--- src/rtl/commit_flush_sequencer_pkg.sv ---
// Shared types for the commit flush sequencer: FSM states, flush plan and
// the ordering helper that picks the next planned flush step.
package commit_flush_sequencer_pkg;

  // Minimal core-configuration record; only XLEN is sanity-checked here.
  typedef struct packed {
    int unsigned XLEN;
  } cfg_t;

  localparam cfg_t CfgEmpty = '{XLEN: 64};

  typedef enum logic [2:0] {
    ST_IDLE   = 3'd0,
    ST_DRAIN  = 3'd1,
    ST_DCACHE = 3'd2,
    ST_ICACHE = 3'd3,
    ST_TLB    = 3'd4,
    ST_PIPE   = 3'd5
  } flush_seq_state_e;

  typedef struct packed {
    logic dc;
    logic ic;
    logic tlb;
  } flush_plan_t;

  // Fixed order DRAIN -> DCACHE -> ICACHE -> TLB -> PIPE, skipping unplanned steps.
  function automatic flush_seq_state_e next_planned(flush_seq_state_e from,
                                                    flush_plan_t      plan);
    flush_seq_state_e nxt;
    nxt = ST_PIPE;
    if (from == ST_DRAIN && plan.dc) begin
      nxt = ST_DCACHE;
    end else if ((from == ST_DRAIN || from == ST_DCACHE) && plan.ic) begin
      nxt = ST_ICACHE;
    end else if ((from == ST_DRAIN || from == ST_DCACHE || from == ST_ICACHE) && plan.tlb) begin
      nxt = ST_TLB;
    end
    return nxt;
  endfunction

endpackage

--- src/rtl/commit_flush_sequencer_flush_watchdog.sv ---
// Cycle counter for the flush watchdog; expired_o is a decode of the count
// reaching Cycles-1. Used by commit_flush_sequencer under COMMIT_FLUSH_WDOG_EN.
module flush_watchdog #(
  parameter int unsigned Cycles = 1024
) (
  input  logic clk_i,
  input  logic rst_i,
  input  logic en_i,
  input  logic clr_i,
  output logic expired_o
);

  localparam int unsigned CntW = $clog2(Cycles + 1);

  logic [CntW-1:0] cnt_q, cnt_d;

  assign expired_o = (cnt_q == CntW'(Cycles - 1));

  always_comb begin
    cnt_d = cnt_q;
    if (clr_i) begin
      cnt_d = '0;
    end else if (en_i && !expired_o) begin
      cnt_d = cnt_q + CntW'(1);
    end
  end

  always_ff @(posedge clk_i) begin
    if (rst_i) begin
      cnt_q <= '0;
    end else begin
      cnt_q <= cnt_d;
    end
  end

endmodule

--- src/rtl/commit_flush_sequencer.sv ---
// Orders FENCE / FENCE.I / SFENCE.VMA flush work: store drain, D$, I$, TLB,
// then one pipeline flush. Optional watchdog: define COMMIT_FLUSH_WDOG_EN.
module commit_flush_sequencer
  import commit_flush_sequencer_pkg::*;
#(
  parameter cfg_t        CVA6Cfg    = CfgEmpty,
  parameter int unsigned WdogCycles = 1024
) (
  input  logic clk_i,
  input  logic rst_i,
  input  logic fence_req_i,
  input  logic fence_i_req_i,
  input  logic sfence_vma_req_i,
  output logic ready_o,
  input  logic no_st_pending_i,
  output logic dcache_flush_o,
  input  logic dcache_flush_ack_i,
  output logic icache_flush_o,
  output logic tlb_flush_o,
  output logic flush_pipe_o,
  output logic done_o,
  output logic err_timeout_o
);

  if (WdogCycles < 2 || CVA6Cfg.XLEN == 0) begin : g_bad_cfg
    $error("commit_flush_sequencer: WdogCycles must be >= 2 and XLEN non-zero");
  end

  flush_seq_state_e state_q, state_d;
  flush_plan_t      plan_q, plan_d;
  logic             dc_q, ic_q, tlb_q, pipe_q;
  logic             wd_active;
  logic             timeout;

  assign wd_active = (state_q == ST_DRAIN) || (state_q == ST_DCACHE);

`ifdef COMMIT_FLUSH_WDOG_EN
  logic wd_expired;

  flush_watchdog #(
    .Cycles(WdogCycles)
  ) u_flush_watchdog (
    .clk_i    (clk_i),
    .rst_i    (rst_i),
    .en_i     (wd_active),
    .clr_i    (!wd_active),
    .expired_o(wd_expired)
  );

  assign timeout       = wd_active && wd_expired;
  assign err_timeout_o = timeout;
`else
  assign timeout       = 1'b0;
  assign err_timeout_o = 1'b0;
`endif

  always_comb begin
    state_d = state_q;
    plan_d  = plan_q;
    unique case (state_q)
      ST_IDLE: begin
        if (fence_req_i || fence_i_req_i || sfence_vma_req_i) begin
          plan_d.dc  = fence_req_i || fence_i_req_i;
          plan_d.ic  = fence_i_req_i;
          plan_d.tlb = sfence_vma_req_i;
          state_d    = ST_DRAIN;
        end
      end
      ST_DRAIN: begin
        if (timeout) begin
          state_d = ST_PIPE;
        end else if (no_st_pending_i) begin
          state_d = next_planned(ST_DRAIN, plan_q);
        end
      end
      ST_DCACHE: begin
        if (timeout) begin
          state_d = ST_PIPE;
        end else if (dcache_flush_ack_i) begin
          state_d = next_planned(ST_DCACHE, plan_q);
        end
      end
      ST_ICACHE: state_d = next_planned(ST_ICACHE, plan_q);
      ST_TLB:    state_d = ST_PIPE;
      ST_PIPE: begin
        state_d = ST_IDLE;
        plan_d  = '0;
      end
      default: begin
        state_d = ST_IDLE;
        plan_d  = '0;
      end
    endcase
  end

  // Outputs are registered from the next state so they line up with the state they belong to.
  always_ff @(posedge clk_i) begin
    if (rst_i) begin
      state_q <= ST_IDLE;
      plan_q  <= '0;
      dc_q    <= 1'b0;
      ic_q    <= 1'b0;
      tlb_q   <= 1'b0;
      pipe_q  <= 1'b0;
    end else begin
      state_q <= state_d;
      plan_q  <= plan_d;
      dc_q    <= (state_d == ST_DCACHE);
      ic_q    <= (state_d == ST_ICACHE);
      tlb_q   <= (state_d == ST_TLB);
      pipe_q  <= (state_d == ST_PIPE);
    end
  end

  assign ready_o        = (state_q == ST_IDLE);
  assign dcache_flush_o = dc_q;
  assign icache_flush_o = ic_q;
  assign tlb_flush_o    = tlb_q;
  assign flush_pipe_o   = pipe_q;
  assign done_o         = pipe_q;

endmodule

--- config.mk ---
export PLATFORM = sky130hd
export DESIGN_NAME = commit_flush_sequencer
export DESIGN_NICKNAME = d
export VERILOG_FILES = /design/src/rtl/commit_flush_sequencer_pkg.sv /design/src/rtl/commit_flush_sequencer_flush_watchdog.sv /design/src/rtl/commit_flush_sequencer.sv
export SDC_FILE = /design/constraint.sdc
export NUM_CORES = 1
export LEC_CHECK = 0
export BUFFER_PORTS_ARGS = -buffer_cell sky130_fd_sc_hd__buf_4
export CORE_AREA = 2 2 39 41
export DETAILED_ROUTE_END_ITERATION = 10
export DIE_AREA = 0 0 41 43
export PLACE_DENSITY = 0.74
export SLEW_MARGIN = 40
export SYNTH_ARGS = -nofsm -noshare
export SYNTH_HDL_FRONTEND = slang
export SYNTH_SLANG_ARGS = --single-unit
--- constraint.sdc ---
create_clock -name clk_i -period 1.6 [get_ports clk_i]
set_clock_uncertainty 0.1 [all_clocks]
set_input_delay 0.24 -clock clk_i [delete_from_list [all_inputs] [get_ports clk_i]]
set_output_delay 0.24 -clock clk_i [all_outputs]
set_load 0.05 [all_outputs]
==> flow_summary.toml <==
[outcome]
status = "finished, final reports clean"

[worst_setup_path]
critPathRequiredTime_ps = 1260
timing.setup.critical_path_class = "flip-flop to output pin"
worstPathArrival_ps = 1180
timing.critical_path.to_type = "output pin"
path_delay_family = "flip-flops"
critical_path.max_fanout = 9
timing.critical_path.buf_inv = 1
r2r-end = "tlb_flush_o"
worst-r2r-cell-count = 4
reg2reg_from = "plan_q[1]"
critPathSlowestCell = "dfxtp_2"
worst_path_largest_cell_delay_ps = 370
timing.critical_path.from_type = "flip-flop"
regToRegSetupSlack_ps = 160
critical_path.cell_chain = "or2_4 -> nor2_2 -> buf_6"

[pwr]
worst_ir_drop_vdd_v = 0.000595
cell_internal_pwr_mw = 0.526
pwr-share-clk_pct = 27.7
power.net_switching_mw = 0.292
power_frac_seq_pct = 39.9
netSwitchingFraction_pct = 35.7
p_leak_nw = 0.270
power-per-cell-area_nw_per_um2 = 1250
comb_power_share_pct = 32.4

[die]
number_of_cell_rows = 14
die-height_um = 43
die_width_um = 41
floorplan.initialDensity_pct = 37.8
design.portCount = 14
floorplan.die_area_sq_um = 1760
placeableCoreArea_sq_um = 1380

[cells_and_area]
register_area_sq_um = 203
final_layout_size_suffix_gt1_share_pct = 38.7
fin_area_sq_um = 657
diode_insertion_count_for_antenna_repair = 0
area_occupied_by_multi_input_gates_sq_um = 282
number_of_cells_in_the_finished_layout_apart_from_fillers = 91
fin_nets = 83
synthToLayoutAreaGrowth_pct = 25.6
fillCellCount = 132

[synth]
mappedNetlistArea_sq_um = 523
ys_top_cells_by_area = "dfxtp_1 38%, nor2_1 6.5%, a2111oi_2 5.7%, a21oi_1 4.8%, nand2_1 4.3%"
synth_cells = 62
synth-seq-area-share_pct = 38.3
synth_edf_count = 0
ys_top_cells_by_count = "10 x dfxtp_1, 9 x nor2_1, 6 x nand2_1, 5 x a21oi_1, 3 x inv_1"
synth_fp_nets = 69
synth_most_common_cell = "dfxtp_1"
synth_seq_cells = 10
postSynth.asyncResetShare_pct = 0
postSynth.topFlopCell = "dfxtp_1"
synth.yosys.warnings = 0
post_synth_num_cell_types = 28
yosys.area.top_type = "dfxtp_1"
avgSynthCellArea_sq_um = 8.44
yosys.area.top_type_share_pct = 38.3

[worst_hold_path]
min_delay_path_depth = 2
whs_endpoint = "state_q[0]"
timing.hold.worst.class = "input pin to flip-flop"
worstHoldStart = "rst_i"

[global_routing]
grt.busiest_layer = "met2"
grt_first_pass_wirelength_mm = 1.57
largest_net_degree_at_the_start_of_global_routing = 13
grt_overflow = 0
first_global_vias = 404
groute.layer.met1.usage_pct = 14.2
use_met2_pct = 21.9
grt_util_met3_pct = 3.14
globalRouteTotalUtil_pct = 14.1
antenna_found_initial = 0

[timing]
timing.setup.tns_ps = 0
period_minus_slack_ps = 1520
post-route-period-util_pct = 94.8
setup_viol_count_final = 0
clock.fmax_mhz = 659
finalHoldViolations = 0
rsz0062_at_grt = "no"
slew_viol_final = 0
hold_ws_ps = 93.4

[clock_network]
numCtsBuffers = 3
post_cts_resize_count = 4
max-clock-path-buffers = 2
cts_setup_buffers = 0
tritoncts = "done"
cts.reportedPaths.clkPinSlew_ps = 70
clock_tree.htree_level_count = 1
cts_hold_buf = 0
clkSinkCount = 10
clock_tree.root_cell = "clkbuf_4"
worstSkewPairLatency_ps = 260

[route]
vias_per_cell = 5.07
final_antenna_net_count = 0
post_drt_wl_per_cell_um = 11.6
firstDrtPassIters = 4
detail_route.drc_violations = 0
vias = 461
dr.first_iter.drc_count = 10
totalWireLength_mm = 1.05

[job]
max_cap_violations = 0

[place]
detailed_place.area_sq_um = 612
dpl.hpwl_um = 812
gp_routability_congestion = 0.795
numPortBuffers = 12
total_instance_count_after_detailed_placement = 87
## worst register-to-register path, delay by kind of cell, from the launching register on
kind            cells  cell delay (ps)
flops               1              440
simple gates        2              280
compound gates      2              510
## stage by stage
stage / worst slack (ps) / total power [mW] / utilization [%]
after detailed placement: 115 / 0.586 / 44.2
final: 83.4 / 0.818 / 47.5
after global placement: 162 / 0.581 / 44.2
after CTS: 72.5 / 0.828 / 47.5
after global routing: 24.7 / 0.868 / 47.5
after floorplan: 70.5 / 0.526 / -
## cell type report
class	count	share of cell area, %
Tap cell	16	3.05
Inverter	4	2.29
Clock buffer	4	5.52
Timing Repair Buffer	13	15.4
Sequential cell	10	30.9
Multi-Input combinational cell	44	42.9
## worst max path at each step
stage,startpoint,to,slack (ps),cells after the start
finish,state_q[0],ready_o,80,3
global route,state_q[0],ready_o,20,3
CTS,state_q[0],ready_o,70,3
detailed placement,state_q[0],tlb_flush_o,120,4
global placement,state_q[0],tlb_flush_o,160,4
floorplan,state_q[0],ready_o,70,3
## cells by family (layout without fill, tap and decap cells)
logic type,after synthesis,after routing,synth area share [%]
muxes,3,3,5.98
buffers and inverters,8,21,8.85
DFF,10,10,38.3
and+or+nand+nor,24,24,21.8
other,1,1,0.717
AOI/OAI and AO/OA,16,16,24.4
## sequential cells by signal, summed over array words and instances, names as in the netlist
signal          cells
plan_q              3
tlb_flush_o         1
state_q             3
done_o              1
icache_flush_o      1
dcache_flush_o      1
## power groups by stage
stage                     Sequential [mW]  Combinational, mW  Clock, mW
after global routing                0.331              0.286      0.251
after floorplan                     0.333              0.193          0
after CTS                           0.325              0.267      0.237
after detailed placement            0.329              0.257          0
final                               0.327              0.265      0.227
after global placement              0.328              0.253          0
## layout by cell type, fill, tap and decap left out, types with 2 or more instances in the layout
master	count
nand2_1	6
nor3_1	2
o211ai_1	2
a21oi_1	5
nor2b_1	2
nor2_1	8
dfxtp_2	2
mux2i_1	2
buf_4	12
clkbuf_4	3
a2111oi_2	2
dfxtp_1	8
inv_1	3
## routing by layer
| layer | wire, um | vias up | part of all wire (%) |
|---|---|---|---|
| li1 | - | 234 | - |
| met5 | 0 | - | 0 |
| met3 | 25 | 5 | 2.4 |
| met1 | 433 | 211 | 41 |
| met2 | 555 | 11 | 53 |
| met4 | 38 | 0 | 3.6 |
(Power assumes the default switching activity.)
